File: src/rtl/id_decode_control_if.sv
// Interface bundling the decode inputs and the ID-stage control outputs of
// id_decode_control. The slave modport is the decoder; master is its driver.
interface id_decode_control_if;
  logic [31:0] instruction;
  logic        S;
  logic [3:0]  alu_nzcv;
  logic [3:0]  psr_flags;
  logic        ex_s_enable;

  logic [3:0]  ID_opcode;
  logic [1:0]  ID_AM;
  logic        ID_S_enable;
  logic        ID_load_instr;
  logic        ID_RF_enable;
  logic        ID_Size_enable;
  logic        ID_RW_enable;
  logic        ID_Enable_signal;
  logic        ID_BL_instr;
  logic        ID_B_instr;
  logic        Branch;
  logic        BranchL;
  logic [47:0] keyword;

  modport master (
    output instruction, S, alu_nzcv, psr_flags, ex_s_enable,
    input  ID_opcode, ID_AM, ID_S_enable, ID_load_instr, ID_RF_enable,
           ID_Size_enable, ID_RW_enable, ID_Enable_signal, ID_BL_instr,
           ID_B_instr, Branch, BranchL, keyword
  );

  modport slave (
    input  instruction, S, alu_nzcv, psr_flags, ex_s_enable,
    output ID_opcode, ID_AM, ID_S_enable, ID_load_instr, ID_RF_enable,
           ID_Size_enable, ID_RW_enable, ID_Enable_signal, ID_BL_instr,
           ID_B_instr, Branch, BranchL, keyword
  );
endinterface

File: src/rtl/id_decode_control.sv
// ID-stage control unit for the 5-stage ARM-subset pipeline.
// Decodes the IF/ID instruction into control signals, forces a bubble on
// stall, keeps a one-cycle copy of the EX ALU flags and resolves B/BL
// conditions against either that copy or the PSR flags.
// Optional: define CU_KEYWORD_EN to drive the 6-char ASCII mnemonic on
// keyword; otherwise keyword is tied to zero.
module id_decode_control (
  input logic             clk,
  input logic             R,
  id_decode_control_if.slave bus
);

  logic [31:0] instr;
  logic [3:0]  dec_opcode;
  logic [1:0]  dec_am;
  logic        dec_s_enable;
  logic        dec_load;
  logic        dec_rf;
  logic        dec_size;
  logic        dec_rw;
  logic        dec_en;
  logic        dec_bl;
  logic        dec_b;

  logic        post_b;
  logic        post_bl;
  logic [3:0]  flags_q;
  logic [3:0]  sel_flags;
  logic        cond_true;
  logic        unused_bits;

  assign instr       = bus.instruction;
  assign unused_bits = ^instr[19:0];

  // Raw decode of the instruction word into control fields
  always_comb begin
    dec_opcode   = 4'b0000;
    dec_am       = 2'b00;
    dec_s_enable = 1'b0;
    dec_load     = 1'b0;
    dec_rf       = 1'b0;
    dec_size     = 1'b0;
    dec_rw       = 1'b0;
    dec_en       = 1'b0;
    dec_bl       = 1'b0;
    dec_b        = 1'b0;
    if (instr == 32'h0000_0000) begin
      dec_opcode = 4'b0000;
    end else if (instr[27:26] == 2'b00) begin
      dec_opcode   = instr[24:21];
      dec_s_enable = instr[20];
      dec_am       = instr[25] ? 2'b00 : 2'b01;
      dec_rf       = (instr[24:23] != 2'b10);
    end else if (instr[27:26] == 2'b01) begin
      dec_opcode = instr[23] ? 4'b0100 : 4'b0010;
      dec_am     = instr[25] ? 2'b11 : 2'b10;
      dec_load   = instr[20];
      dec_rf     = instr[20];
      dec_rw     = ~instr[20];
      dec_en     = 1'b1;
      dec_size   = instr[22];
    end else if (instr[27:25] == 3'b101) begin
      dec_b      = 1'b1;
      dec_bl     = instr[24];
      dec_opcode = 4'b0100;
    end
  end

  // Bubble mux: a stall replaces every ID control with zero
  always_comb begin
    bus.ID_opcode        = 4'b0000;
    bus.ID_AM            = 2'b00;
    bus.ID_S_enable      = 1'b0;
    bus.ID_load_instr    = 1'b0;
    bus.ID_RF_enable     = 1'b0;
    bus.ID_Size_enable   = 1'b0;
    bus.ID_RW_enable     = 1'b0;
    bus.ID_Enable_signal = 1'b0;
    bus.ID_BL_instr      = 1'b0;
    bus.ID_B_instr       = 1'b0;
    post_b               = 1'b0;
    post_bl              = 1'b0;
    if (!bus.S) begin
      bus.ID_opcode        = dec_opcode;
      bus.ID_AM            = dec_am;
      bus.ID_S_enable      = dec_s_enable;
      bus.ID_load_instr    = dec_load;
      bus.ID_RF_enable     = dec_rf;
      bus.ID_Size_enable   = dec_size;
      bus.ID_RW_enable     = dec_rw;
      bus.ID_Enable_signal = dec_en;
      bus.ID_BL_instr      = dec_bl;
      bus.ID_B_instr       = dec_b;
      post_b               = dec_b;
      post_bl              = dec_bl;
    end
  end

  // One-cycle copy of the EX ALU flags, cleared asynchronously
  always_ff @(posedge clk or posedge R) begin
    if (R) flags_q <= 4'b0000;
    else   flags_q <= bus.alu_nzcv;
  end

  assign sel_flags = bus.ex_s_enable ? flags_q : bus.psr_flags;

  // ARM condition evaluation on the selected {N,Z,C,V}
  always_comb begin
    cond_true = 1'b0;
    case (instr[31:28])
      4'h0: cond_true = sel_flags[2];
      4'h1: cond_true = ~sel_flags[2];
      4'h2: cond_true = sel_flags[1];
      4'h3: cond_true = ~sel_flags[1];
      4'h4: cond_true = sel_flags[3];
      4'h5: cond_true = ~sel_flags[3];
      4'h6: cond_true = sel_flags[0];
      4'h7: cond_true = ~sel_flags[0];
      4'h8: cond_true = sel_flags[1] & ~sel_flags[2];
      4'h9: cond_true = ~sel_flags[1] | sel_flags[2];
      4'hA: cond_true = (sel_flags[3] == sel_flags[0]);
      4'hB: cond_true = (sel_flags[3] != sel_flags[0]);
      4'hC: cond_true = ~sel_flags[2] & (sel_flags[3] == sel_flags[0]);
      4'hD: cond_true = sel_flags[2] | (sel_flags[3] != sel_flags[0]);
      4'hE: cond_true = 1'b1;
      default: cond_true = 1'b0;
    endcase
  end

  assign bus.Branch  = post_b & cond_true;
  assign bus.BranchL = post_bl & cond_true;

`ifdef CU_KEYWORD_EN
  // Debug mnemonic of the undecorated instruction (not affected by stall)
  always_comb begin
    bus.keyword = "UNDEF ";
    if (instr == 32'h0000_0000) begin
      bus.keyword = "NOP   ";
    end else if (instr[27:26] == 2'b00) begin
      case (instr[24:21])
        4'h0: bus.keyword = "AND   ";
        4'h1: bus.keyword = "EOR   ";
        4'h2: bus.keyword = "SUB   ";
        4'h3: bus.keyword = "RSB   ";
        4'h4: bus.keyword = "ADD   ";
        4'h5: bus.keyword = "ADC   ";
        4'h6: bus.keyword = "SBC   ";
        4'h7: bus.keyword = "RSC   ";
        4'h8: bus.keyword = "TST   ";
        4'h9: bus.keyword = "TEQ   ";
        4'hA: bus.keyword = "CMP   ";
        4'hB: bus.keyword = "CMN   ";
        4'hC: bus.keyword = "ORR   ";
        4'hD: bus.keyword = "MOV   ";
        4'hE: bus.keyword = "BIC   ";
        default: bus.keyword = "MVN   ";
      endcase
    end else if (instr[27:26] == 2'b01) begin
      case ({instr[20], instr[22]})
        2'b10:   bus.keyword = "LDR   ";
        2'b11:   bus.keyword = "LDRB  ";
        2'b00:   bus.keyword = "STR   ";
        default: bus.keyword = "STRB  ";
      endcase
    end else if (instr[27:25] == 3'b101) begin
      bus.keyword = instr[24] ? "BL    " : "B     ";
    end
  end
`else
  assign bus.keyword = 48'h0;
`endif

endmodule

File: src/flat_wrapper.sv
// flat-port wrapper written by rule: the top's interface ports become plain ports
module id_decode_control_flat 
  (clk, R, bus_instruction, bus_S, bus_alu_nzcv, bus_psr_flags, bus_ex_s_enable, bus_ID_opcode, bus_ID_AM, bus_ID_S_enable, bus_ID_load_instr, bus_ID_RF_enable, bus_ID_Size_enable, bus_ID_RW_enable, bus_ID_Enable_signal, bus_ID_BL_instr, bus_ID_B_instr, bus_Branch, bus_BranchL, bus_keyword);
  id_decode_control_if bus_i ();
  input logic clk;
  input logic R;
  input wire logic [$bits(bus_i.instruction)-1:0] bus_instruction;
  input wire logic [$bits(bus_i.S)-1:0] bus_S;
  input wire logic [$bits(bus_i.alu_nzcv)-1:0] bus_alu_nzcv;
  input wire logic [$bits(bus_i.psr_flags)-1:0] bus_psr_flags;
  input wire logic [$bits(bus_i.ex_s_enable)-1:0] bus_ex_s_enable;
  output wire logic [$bits(bus_i.ID_opcode)-1:0] bus_ID_opcode;
  output wire logic [$bits(bus_i.ID_AM)-1:0] bus_ID_AM;
  output wire logic [$bits(bus_i.ID_S_enable)-1:0] bus_ID_S_enable;
  output wire logic [$bits(bus_i.ID_load_instr)-1:0] bus_ID_load_instr;
  output wire logic [$bits(bus_i.ID_RF_enable)-1:0] bus_ID_RF_enable;
  output wire logic [$bits(bus_i.ID_Size_enable)-1:0] bus_ID_Size_enable;
  output wire logic [$bits(bus_i.ID_RW_enable)-1:0] bus_ID_RW_enable;
  output wire logic [$bits(bus_i.ID_Enable_signal)-1:0] bus_ID_Enable_signal;
  output wire logic [$bits(bus_i.ID_BL_instr)-1:0] bus_ID_BL_instr;
  output wire logic [$bits(bus_i.ID_B_instr)-1:0] bus_ID_B_instr;
  output wire logic [$bits(bus_i.Branch)-1:0] bus_Branch;
  output wire logic [$bits(bus_i.BranchL)-1:0] bus_BranchL;
  output wire logic [$bits(bus_i.keyword)-1:0] bus_keyword;
  assign bus_i.instruction = bus_instruction;
  assign bus_i.S = bus_S;
  assign bus_i.alu_nzcv = bus_alu_nzcv;
  assign bus_i.psr_flags = bus_psr_flags;
  assign bus_i.ex_s_enable = bus_ex_s_enable;
  assign bus_ID_opcode = bus_i.ID_opcode;
  assign bus_ID_AM = bus_i.ID_AM;
  assign bus_ID_S_enable = bus_i.ID_S_enable;
  assign bus_ID_load_instr = bus_i.ID_load_instr;
  assign bus_ID_RF_enable = bus_i.ID_RF_enable;
  assign bus_ID_Size_enable = bus_i.ID_Size_enable;
  assign bus_ID_RW_enable = bus_i.ID_RW_enable;
  assign bus_ID_Enable_signal = bus_i.ID_Enable_signal;
  assign bus_ID_BL_instr = bus_i.ID_BL_instr;
  assign bus_ID_B_instr = bus_i.ID_B_instr;
  assign bus_Branch = bus_i.Branch;
  assign bus_BranchL = bus_i.BranchL;
  assign bus_keyword = bus_i.keyword;
  id_decode_control u_core (.clk(clk), .R(R), .bus(bus_i));
endmodule
File: config.mk
export PLATFORM = sky130hd
export DESIGN_NAME = id_decode_control_flat
export DESIGN_NICKNAME = d
export VERILOG_FILES = /design/src/rtl/id_decode_control_if.sv /design/src/rtl/id_decode_control.sv /design/src/flat_wrapper.sv
export SDC_FILE = /design/constraint.sdc
export NUM_CORES = 1
export LEC_CHECK = 0
export ABC_AREA = 1
export CORE_AREA = 8 8 73 75
export CTS_BUF_LIST = sky130_fd_sc_hd__clkbuf_8
export DETAILED_ROUTE_END_ITERATION = 16
export DIE_AREA = 0 0 81 83
export PLACE_DENSITY = 0.7
export SYNTH_ARGS = -nofsm -noshare
export SYNTH_HDL_FRONTEND = slang
export SYNTH_SLANG_ARGS = --single-unit
File: constraint.sdc
create_clock -name clk -period 1.85 [get_ports clk]
set_clock_uncertainty 0.15 [all_clocks]
set_input_delay 0.37 -clock clk [delete_from_list [all_inputs] [get_ports clk]]
set_output_delay 0.37 -clock clk [all_outputs]
set_load 0.1 [all_outputs]
Yosys cells after proc, flatten, opt, wreduce, memory -nomap -nowiden. Cells that the tools add are included.

Input port bits: 44. Flip-flop bits (word level): 4. Output and inout port bits: 64. Logic and storage cells: 80.

Mux-type cells: 46. Reduce and logical (&&, ||, !) cells: 3. Equal/unequal tests: 19. Bitwise gates (word level): 11.

Operators by type and width (number): $mux 1 (34); $logic_not 32->1 (1); $eq 4x4->1 const B (7); $mux 4 (5); $eq 4x3->1 const B (4); $pmux 1 s15 (1); $eq 4x2->1 const B (2); $mux 2 (4); $mux 3 (2); $not 1->1 (5); $and 1x1->1 (4); $eq 4x1->1 const B (1); $logic_not 4->1 (1); $eq 3x3->1 const B (1); $eq 2x1->1 const B (1); $logic_not 2->1 (1); $ne 2x2->1 const B (1); $or 1x1->1 (2); $eq 1x1->1 (1); $ne 1x1->1 (1).

Longest topological paths before layout. Gate-level depths: netlist of run 1.

Depth in word-level cells: 7. Mapped depth: 10. Depth with buffers taken out: 10.

Least setup slack after synthesis of run 1. OpenSTA, ideal clock, no wires.

Path kind: in2out. Start point: input port bus_instruction[25]. End point: output port bus_BranchL. Data arrival time: 3351 ps. Required time: 1330 ps. Path slack: -2021 ps. Path buffers: 0. Stages: 6. Path through: inv_1 nor2_1 nand3_1 nor2_1 inv_1 nor2_1.

Longest elaborated chain between the ends: 7. Elaborated cells on any way between the ends: 8. Classes of those cells: eq/ne (1); mux (5); bitwise (1); reduce/logical (1).

Ends and longest elaborated chain: start: declaration (line flat_wrapper.sv:7) `input wire logic [$bits(bus_i.instruction)-1:0] bus_instruction;`; $eq 3x3->1 (line id_decode_control.sv:62) `end else if (instr[27:25] == 3'b101) begin`; $mux 1 (line id_decode_control.sv:62); $mux 1 (line id_decode_control.sv:54) `end else if (instr[27:26] == 2'b01) begin`; $mux 1 (line id_decode_control.sv:49) `end else if (instr[27:26] == 2'b00) begin`; $mux 1 (*) (line id_decode_control.sv:47) `if (instr == 32'h0000_0000) begin`; $mux 1 (*); net bus_ID_BL_instr (line flat_wrapper.sv:20) `output wire logic [$bits(bus_i.ID_BL_instr)-1:0] bus_ID_BL_instr;`; $and 1x1->1 (*) (line id_decode_control.sv:131) `assign bus.BranchL = post_bl & cond_true;`; end: declaration (line flat_wrapper.sv:23) `output wire logic [$bits(bus_i.BranchL)-1:0] bus_BranchL;`.

Mark *: on every way through the listed nets, which the timed path passes. The rest lies on a longest branch.

Worst setup path after layout of run 1.
Start point: input port bus_psr_flags[0]. End point: output port bus_Branch.

Longest elaborated chain between the ends: 5. Elaborated cells on any way between the ends: 8. Classes of those cells: eq/ne (2); mux (2); bitwise (4).

Ends and longest elaborated chain: start: declaration (line flat_wrapper.sv:10) `input wire logic [$bits(bus_i.psr_flags)-1:0] bus_psr_flags;`; $mux 4 (*) (line id_decode_control.sv:105) `assign sel_flags = bus.ex_s_enable ? flags_q : bus.psr_flags;`; $ne 1x1->1 or $eq 1x1->1 (tied branches); $or 1x1->1 or $and 1x1->1 (tied branches) (line id_decode_control.sv:124, id_decode_control.sv:123); $pmux 1 s15 (*) (line id_decode_control.sv:110) `case (instr[31:28])`; $and 1x1->1 (*) (line id_decode_control.sv:130) `assign bus.Branch = post_b & cond_true;`; end: declaration (line flat_wrapper.sv:22) `output wire logic [$bits(bus_i.Branch)-1:0] bus_Branch;`.

Every way passes the cells marked *; elsewhere a longest branch is shown, timed or not.

==> metrics.cfg, run 1 <==
[clocking]
cts_num_sinks = 4
htree_num_levels = 1
cts.root.buffer_cell = clkbuf_8
cts.path.max_buffers = 2
cts_inserted_buffers = 3
clkTransAtPathRegs_ps = 30
tritoncts = done

[synthesis]
synth_sequential_area_ratio_pct = 10.1
postSynthRegisterBits = 4
main_synth_ff_type = dfrtp_1
ys_top_cells_by_area = buf_4 37%, nand2_1 14%, nor2_1 11%
synth_top_cells_by_count = 49 x buf_4, 37 x nand2_1, 28 x nor2_1
synth_largest_area_cell = buf_4
synth_area_per_cell_um2 = 5.66
syn_inst = 176
post_synthesis_cell_area_um2 = 996
synth.top_cell.area_share_pct = 36.9
ys.warnings.count = 0
async_reset_ff_share_pct = 100
synth_edf_count = 0
post-synth-top-count-cell = buf_4
post_synth_num_cell_types = 19

[floorplanning]
pin_count = 108
die_area_um2 = 6720
die_w_um = 81
floorplan.rows = 24
initial_core_util_pct = 23.7
die-height_um = 83
core_region_area_um2 = 4200

[timing]
setup_ws_ps = -205
rsz0062_at_grt = yes
share_of_the_clock_period_used_by_the_worst_path_after_layout_pct = 111
holdWs_ps = 187
fmax_mhz = 487
finalWorstPathRequiredPeriod_ps = 2050
report.final.hold_viol_count = 0
fin_setup_tns_ps = -710
final_max_slew_viol_count = 0
setup_viol_count_final = 4

[worst_setup_path]
cp-end-kind = primary output
critPathKind = primary input to primary output
cp-start-kind = primary input
critical_path_rt_ps = 1330
cp_data_arrival_time_ps = 1530
crit_chain = dlygate4sd2_1, nand2_2, nand2_4, nand2_4, nand3b_2, nand2_2, nand3_2, nor2_4, nor2_4, buf_12
crit_path_max_incr_delay_ps = 250
critical_path.startpoint = bus_psr_flags[0]
worstSetupEndpoint = bus_Branch
highest_net_fanout_along_the_worst_path = 3
worst_path_slowest_cell = dlygate4sd2_1

[route]
route.final.wire_length_um = 3810
detailedRoute.firstPassIterationCount = 4
vias = 1234
average_via_count_per_standard_cell = 4.02
drc = 0
dr.first_iter.drc_count = 15
routed_wire_length_per_instance_um = 12.4
route.antenna.remaining_nets = 0

[finish]
antenna-diode-count = 0
layout.area.seq_um2 = 100
syn_to_final_growth_pct = 107
largest-register = u_core.flags_q
largestRegisters = u_core.flags_q x4
area_of_combinational_cells_with_multiple_inputs_um2 = 880
finish.cell_count_without_fillers = 307
final_nets = 301
layout_fillers = 422
largest_register_ff_count = 4
drive_gt1_share_pct = 41.2

[global_route]
maximum_number_of_pins_on_one_net_before_global_route_repair = 8
vias_in_the_first_global_route = 1342
number_of_antenna_violations_at_the_first_check_in_global_routing = 0
grtUsageTotal_pct = 10.4
overflow = 0
grt_pass1_wl_um = 5930

[pwr]
power-per-cell-area_nw_per_um2 = 533
p_leak_nw = 1.02
vdd_ir_drop_max_v = 0.000353
design_power_total_mw = 1.10

[placed_design]
sum_of_net_half_perimeters_after_detailed_placement_um = 3230
port_buffers = 59
placed_cells = 300
finalWeightedCongestion = 0.837

[status]
violations_in_the_final_reports = negative setup slack
status = finished, violations left

[hold_path]
min_delay_path_class = primary input to asynchronous set/reset pin

[run]
maxCapViolations = 0

[layout by cell type (no fill, tap or decap), types with 3 or more instances in the layout]
master / n
nand2_2: 13
clkdlybuf4s50_1: 5
nor2_2: 7
clkdlybuf4s15_2: 3
nand3_1: 10
nor2_4: 15
nor4_2: 5
dfrtp_1: 4
clkdlybuf4s15_1: 14
nand2_1: 25
buf_6: 5
inv_1: 15
buf_12: 16
inv_2: 8
conb_1: 48
clkbuf_8: 3
buf_4: 15
nor2_1: 6
dlygate4sd2_1: 17
[what timing repair did]
item | in CTS | in global routing
hold buffers | 0 | 0
pin swaps | 27 | 11
setup buffers | 4 | 0
gates resized for setup | 97 | 25
hold endpoints to repair | 0 | 0
setup endpoints to repair | 16 | 12
[power by group]
part / internal [mW] / switching [mW] / total (mW)
registers: 0.0926 / 0.00219 / 0.0948
logic: 0.172 / 0.655 / 0.827
clock network: 0.138 / 0.0396 / 0.178
total: 0.403 / 0.696 / 1.10
[through the flow]
step | util (%) | worst slack, ps | cell area (um2)
detailed placement | 43.9 | -704 | 1850
floorplan | - | -470 | 1300
CTS | 47.9 | -214 | 2020
finish | 49.1 | -205 | 2060
global route | 49.1 | -310 | 2060
global placement | 43.9 | -680 | 1850
[kinds of logic after synthesis]
family	synth area share, %
other	0.377
buffers and inverters	46.4
flip-flops	10.1
AND/OR/NAND/NOR	40.3
AO/OA/AOI/OAI	2.89
[worst min path at each step]
| stage | end | startpoint | slack (ps) | depth (start not counted) |
|---|---|---|---|---|
| global placement | u_core.flags_q[0]$_DFF_PP0_ | R | 410 | 2 |
| CTS | u_core.flags_q[1]$_DFF_PP0_ | R | 190 | 2 |
| global route | u_core.flags_q[3]$_DFF_PP0_ | R | 210 | 2 |
| floorplan | u_core.flags_q[0]$_DFF_PP0_ | R | -10 | 1 |
| detailed placement | u_core.flags_q[2]$_DFF_PP0_ | R | 410 | 2 |
| finish | u_core.flags_q[2]$_DFF_PP0_ | R | 190 | 2 |
[worst max-delay path, delay by kind of cell]
family                 cells  cell delay [ps]
buffers and inverters      2              410
AND/OR/NAND/NOR            8              760
[layout make-up]
class / count / share of cell area (%)
Timing Repair Buffer: 78 / 42.5
Sequential cell: 4 / 4.85
Tap cell: 52 / 3.15
Multi-Input combinational cell: 145 / 42.6
Inverter: 25 / 4.85
Clock buffer: 3 / 2.00
[layer usage]
metal,track usage (%),routed length [um],part of all wire [%],up-vias
met4,1.46,10,0.26,0
li1,-,-,-,604
met5,0,0,0,-
met2,20.3,1940,51,78
met1,10.8,1430,37,550
met3,2.48,437,11,2
Note: power is estimated with default switching activity, not from simulation.
==> run 2, diff against run 1 <==
CORE_AREA = 8 8 85 64   (was 8 8 73 75)
DIE_AREA = 0 0 93 72   (was 0 0 81 83)
PLACE_DENSITY = 0.72   (was 0.7)
==> run 2 against run 1 <==
Net effect: the run still ends with negative setup slack left; sequential power hardly changed; setup slack better by 26 ps; worst hold slack improved by 12 ps; wire length fell by 5.3%; total power is 0.29% higher; global-route usage fell by 0.11 points; combinational power increased by 0.6%; non-clock buffer count is 2 higher; utilization grew 0.26 points; first-iteration DRC count increased by 130%; die area decreased by 0.40%; critical path type is now flop to primary output; largest cell class unchanged; largest power group unchanged; highest routed layer unchanged.
==> metrics.cfg, run 2 (synthesis results as in run 1) <==
[placed_design]
post_dp_cell_area_um2 = 1850  ; about the same
finalWeightedCongestion = 0.821  ; was 0.837
port_buffers = 59  ; unchanged
placed_cells = 303  ; was 300
sum_of_net_half_perimeters_after_detailed_placement_um = 3250  ; was 3230 um

[route]
route.antenna.remaining_nets = 0  ; unchanged
vias = 1194  ; was 1234
routed_wire_length_per_instance_um = 11.6  ; was 12.4 um
drc = 0  ; unchanged
average_via_count_per_standard_cell = 3.83  ; was 4.02
detailedRoute.firstPassIterationCount = 4  ; unchanged
dr.first_iter.drc_count = 34  ; was 15
route.final.wire_length_um = 3610  ; was 3810 um

[clocking]
cts.path.max_buffers = 2  ; unchanged
cts_num_sinks = 4  ; unchanged
clkTransAtPathRegs_ps = 30  ; about the same
cts.root.buffer_cell = clkbuf_8  ; unchanged
htree_num_levels = 1  ; unchanged
cts_inserted_buffers = 3  ; unchanged
cts_hold_buf = 0  ; unchanged
tritoncts = done  ; unchanged

[finish]
most_frequent_cells_in_the_layout = 48 x conb_1, 30 x nand2_1, 18 x buf_4, 17 x nor2_4  ; was 48 x conb_1, 25 x nand2_1, 17 x dlygate4sd2_1, 16 x buf_12
antenna-diode-count = 0  ; unchanged
layout_commonest_cell = conb_1  ; unchanged
drive_gt1_share_pct = 47.5  ; was 41.2%
layout_fillers = 417  ; was 422
largest-register = u_core.flags_q  ; unchanged
syn_to_final_growth_pct = 106  ; was 107%
largestRegisters = u_core.flags_q x4  ; unchanged
final_nets = 303  ; was 301
finish.instance_area_um2 = 2050  ; was 2060 um2
largest_register_ff_count = 4  ; unchanged
finish.cell_count_without_fillers = 312  ; was 307

[worst_setup_path]
crit_path_max_incr_delay_ps = 380  ; was 250 ps
cpLargestDelayFamily = simple AND/OR/NAND/NOR gates  ; unchanged
cp_data_arrival_time_ps = 1510  ; was 1530 ps
critPathKind = flop to primary output  ; was primary input to primary output
highest_net_fanout_along_the_worst_path = 2  ; was 3
worst_path_slowest_cell = dfrtp_1  ; was dlygate4sd2_1
cp-start-kind = flop  ; was primary input
critical_path_rt_ps = 1330  ; about the same
cp-end-kind = primary output  ; unchanged
critical_path_depth = 11  ; was 10
critical_path_buf_inv_count = 2  ; unchanged
crit_chain = inv_1, nand2_1, nand2_2, nor2_1, nor2_1, nand2_1, nor2_2, nand2_2, nor2_4, nor2_4, buf_12  ; was dlygate4sd2_1, nand2_2, nand2_4, nand2_4, nand3b_2, nand2_2, nand3_2, nor2_4, nor2_4, buf_12

[floorplanning]
die_w_um = 93  ; was 81 um
die_area_um2 = 6700  ; was 6720 um2
pin_count = 108  ; unchanged
floorplan.rows = 20  ; was 24
core_region_area_um2 = 4150  ; was 4200 um2
die-height_um = 72  ; was 83 um
initial_core_util_pct = 24.0  ; was 23.7%

[timing]
final_max_slew_viol_count = 0  ; unchanged
share_of_the_clock_period_used_by_the_worst_path_after_layout_pct = 110  ; was 111%
fin_setup_tns_ps = -364  ; was -710 ps
finalWorstPathRequiredPeriod_ps = 2030  ; was 2050 ps
fmax_mhz = 493  ; was 487 MHz
setup_ws_ps = -179  ; was -205 ps
report.final.hold_viol_count = 0  ; unchanged
rsz0062_at_grt = yes  ; unchanged
holdWs_ps = 198  ; was 187 ps
setup_viol_count_final = 3  ; was 4

[pwr]
p_leak_nw = 1.02  ; about the same
design_power_total_mw = 1.10  ; about the same
vdd_ir_drop_max_v = 0.000352  ; was 0.000353 V
power-per-cell-area_nw_per_um2 = 538  ; was 533 nW/um2

[global_route]
grt_pass1_wl_um = 5770  ; was 5930 um
grtUsageTotal_pct = 10.3  ; was 10.4%
overflow = 0  ; unchanged
vias_in_the_first_global_route = 1265  ; was 1342
maximum_number_of_pins_on_one_net_before_global_route_repair = 8  ; unchanged
number_of_antenna_violations_at_the_first_check_in_global_routing = 0  ; unchanged

[status]
status = finished, violations left  ; unchanged
violations_in_the_final_reports = negative setup slack  ; unchanged

[hold_path]
min_delay_path_class = primary input to asynchronous set/reset pin  ; unchanged

[run]
maxCapViolations = 0  ; unchanged

==> run 2: cell type report <==
type / count / area, um2 / area share [%]
Multi-Input combinational cell: 145 / 878 / 42.9
Tap cell: 55 / 68.8 / 3.36
Clock buffer: 3 / 41.3 / 2.01
Timing Repair Buffer: 80 / 861 / 42.0
Sequential cell: 4 / 100 / 4.88
Inverter: 25 / 100 / 4.88
==> run 2: final timing paths <==
path	end	from	slack [ps]
worst max-delay path	bus_Branch	u_core.flags_q[3]$_DFF_PP0_	-180
worst min-delay path	u_core.flags_q[3]$_DFF_PP0_	R	200
max in group asynchronous	u_core.flags_q[2]$_DFF_PP0_	R	1200
min in group clk	u_core.flags_q[0]$_DFF_PP0_	bus_alu_nzcv[0]	450
==> run 2: stage by stage <==
stage / utilization (%) / worst slack (ps)
2_1_floorplan: - / -470
3_3_place_gp: 44.5 / -681
3_5_place_dp: 44.5 / -735
4_1_cts: 48.3 / -236
5_1_grt: 49.3 / -299
6_report: 49.3 / -179
==> run 2: per-layer routing <==
metal  track usage, %  vias up  wire (um)
met4             2.67        0         36
met1             10.9      531       1310
li1                 -      613          -
met3             2.58        4        247
met2             19.7       46       2020
met5                0        -          0
==> run 2: power by group <==
part	internal (mW)	switching [mW]	total (mW)	leakage (nW)
Sequential	0.0926	0.00193	0.0945	0.0466
Clock	0.138	0.0380	0.176	0.0216
Combinational	0.180	0.652	0.832	0.955
==> run 2: timing repair <==
action	CTS	global route
buffers inserted	5	1
resized for setup	167	17
pin swaps	31	16
setup endpoints to repair	16	8
==> run 3, diff against run 2 <==
CORE_AREA = 8 8 80 61   (was 8 8 85 64)
CTS_CLUSTER_SIZE = 30   (was default)
DIE_AREA = 0 0 88 69   (was 0 0 93 72)
PLACE_DENSITY = 0.8   (was 0.72)
clock period = 1.98 ns   (was 1.85 ns; I/O delays follow)
==> run 3 against run 2 <==
Net effect: the run still ends with negative setup slack left; sequential share of layout area is 0.37 points higher; via count is 1.8% higher; global-route usage is 1.6 points higher; combinational power down 10%; sequential power is 6.7% lower; die area is 9.3% lower; clock-buffer cell count stayed put; wire length is 4.3% higher; critical endpoint is now bus_BranchL; largest power group unchanged.
==> metrics.cfg, run 3 (synthesis results as in run 1) <==
[worst_setup_path]
critical_path.startpoint = u_core.flags_q[3]$_DFF_PP0_  ; unchanged
cp-start-kind = flop  ; unchanged
critical_path_depth = 9  ; was 11
cpLargestDelayFamily = simple AND/OR/NAND/NOR gates  ; unchanged
critPathKind = flop to primary output  ; unchanged
cp-end-kind = primary output  ; unchanged
highest_net_fanout_along_the_worst_path = 3  ; was 2
worstSetupEndpoint = bus_BranchL  ; was bus_Branch
crit_chain = nand2_1, nand2_2, nand2_2, nand3_1, nand2_1, nand3_2, nor2_4, nor2_4, buf_12  ; was inv_1, nand2_1, nand2_2, nor2_1, nor2_1, nand2_1, nor2_2, nand2_2, nor2_4, nor2_4, buf_12
cp_data_arrival_time_ps = 1530  ; was 1510 ps
critical_path_rt_ps = 1430  ; was 1330 ps
critical_path_buf_inv_count = 1  ; was 2
worst_path_slowest_cell = dfrtp_1  ; unchanged
crit_path_max_incr_delay_ps = 370  ; was 380 ps

[route]
route.final.wire_length_um = 3770  ; was 3610 um
dr.first_iter.drc_count = 30  ; was 34
drc = 0  ; unchanged
routed_wire_length_per_instance_um = 12.5  ; was 11.6 um
vias = 1216  ; was 1194
route.antenna.remaining_nets = 0  ; unchanged
average_via_count_per_standard_cell = 4.03  ; was 3.83
detailedRoute.firstPassIterationCount = 4  ; unchanged

[clocking]
htree_num_levels = 1  ; unchanged
clkTransAtPathRegs_ps = 30  ; about the same
tritoncts = done  ; unchanged
cts_inserted_buffers = 3  ; unchanged
cts_num_sinks = 4  ; unchanged
cts.root.buffer_cell = clkbuf_8  ; unchanged
cts_hold_buf = 0  ; unchanged
cts.path.max_buffers = 2  ; unchanged

[timing]
fmax_mhz = 482
report.final.hold_viol_count = 0  ; unchanged
share_of_the_clock_period_used_by_the_worst_path_after_layout_pct = 105
setup_viol_count_final = 4  ; was 3
finalWorstPathRequiredPeriod_ps = 2070
final_max_slew_viol_count = 0  ; unchanged
setup_ws_ps = -92.7  ; was -179 ps
fin_setup_tns_ps = -211  ; was -364 ps
rsz0062_at_grt = yes  ; unchanged
holdWs_ps = 225  ; was 198 ps

[global_route]
grtUsageTotal_pct = 11.9  ; was 10.3%
overflow = 0  ; unchanged
number_of_antenna_violations_at_the_first_check_in_global_routing = 0  ; unchanged
vias_in_the_first_global_route = 1278  ; was 1265
maximum_number_of_pins_on_one_net_before_global_route_repair = 8  ; unchanged
grt_pass1_wl_um = 5980  ; was 5770 um

[placed_design]
placed_cells = 298  ; was 303
port_buffers = 59  ; unchanged
sum_of_net_half_perimeters_after_detailed_placement_um = 3270  ; was 3250 um
finalWeightedCongestion = 0.795  ; was 0.821
preCtsSetupSlack_ps = -664  ; was -735 ps
post_dp_cell_area_um2 = 1810  ; was 1850 um2

[floorplanning]
die-height_um = 69  ; was 72 um
die_area_um2 = 6070  ; was 6700 um2
floorplan.rows = 19  ; was 20
pin_count = 108  ; unchanged
die_w_um = 88  ; was 93 um
core_region_area_um2 = 3680  ; was 4150 um2
initial_core_util_pct = 27.0  ; was 24.0%

[run]
maxCapViolations = 0  ; unchanged

[finish]
largestRegisters = u_core.flags_q x4  ; unchanged
finish.instance_area_um2 = 1900  ; was 2050 um2
layout_fillers = 362  ; was 417
antenna-diode-count = 0  ; unchanged
layout.core_utilization_pct = 51.7  ; was 49.3%
final_nets = 296  ; was 303
most_frequent_cells_in_the_layout = 48 x conb_1, 26 x nand2_1, 18 x inv_1, 16 x buf_12  ; was 48 x conb_1, 30 x nand2_1, 18 x buf_4, 17 x nor2_4
finish.cell_count_without_fillers = 302  ; was 312
syn_to_final_growth_pct = 91.2  ; was 106%
largest-register = u_core.flags_q  ; unchanged
drive_gt1_share_pct = 41.6  ; was 47.5%
largest_register_ff_count = 4  ; unchanged
layout_commonest_cell = conb_1  ; unchanged

[pwr]
vdd_ir_drop_max_v = 0.000615  ; was 0.000352 V
power-per-cell-area_nw_per_um2 = 527  ; was 538 nW/um2
design_power_total_mw = 1.00  ; was 1.10 mW
p_leak_nw = 0.984  ; was 1.02 nW

[status]
violations_in_the_final_reports = negative setup slack  ; unchanged
status = finished, violations left  ; unchanged

[hold_path]
min_delay_path_class = primary input to asynchronous set/reset pin  ; unchanged

run 3: cell count changes in the layout (fill, tap and decap cells not counted), sizes merged:
cell           previous run  this run
clkdlybuf4s15             7        12
dlygate4sd2               3        10
clkbuf                    4         3
inv                      24        25
buf                      64        46
clkinvlp                  1         0
run 3: repair_timing:
| action | 4_1_cts | 5_1_grt |
|---|---|---|
| setup endpoints to repair | 16 | 4 |
| hold endpoints to repair | 0 | 0 |
| cloned | 0 | 0 |
| resized for setup | 132 | 6 |
| pin swaps | 36 | 5 |
| setup buffers | 0 | 1 |
run 3: worst min-delay path by stage:
stage / slack [ps] / start / to
after floorplan: 10 / R / u_core.flags_q[0]$_DFF_PP0_
after global placement: 440 / R / u_core.flags_q[2]$_DFF_PP0_
after detailed placement: 440 / R / u_core.flags_q[0]$_DFF_PP0_
after CTS: 230 / R / u_core.flags_q[0]$_DFF_PP0_
after global routing: 240 / R / u_core.flags_q[0]$_DFF_PP0_
final: 220 / R / u_core.flags_q[0]$_DFF_PP0_
run 3: metal layers:
metal	part of all wire (%)	global-route usage [%]	up-vias	wire length (um)
met1	33	12.2	537	1260
met3	11	3.55	10	426
met4	0.93	2.28	0	35
li1	-	-	596	-
met5	0	0	-	0
met2	54	22.8	73	2040
run 3: cell type report:
cell class | count | area [um2] | area share, %
clock buffers | 3 | 41.3 | 2.17
inverters | 25 | 96.3 | 5.06
multi-input cells | 145 | 833 | 43.8
flip-flops and latches | 4 | 100 | 5.26
well taps | 52 | 65.1 | 3.42
repair buffers | 73 | 768 | 40.3
run 3: power by group:
group          leakage (nW)  internal, mW  switching (mW)
Combinational         0.916         0.145           0.603
Clock                0.0216         0.129          0.0387
Sequential           0.0466        0.0865         0.00170
Total                 0.984         0.361           0.643
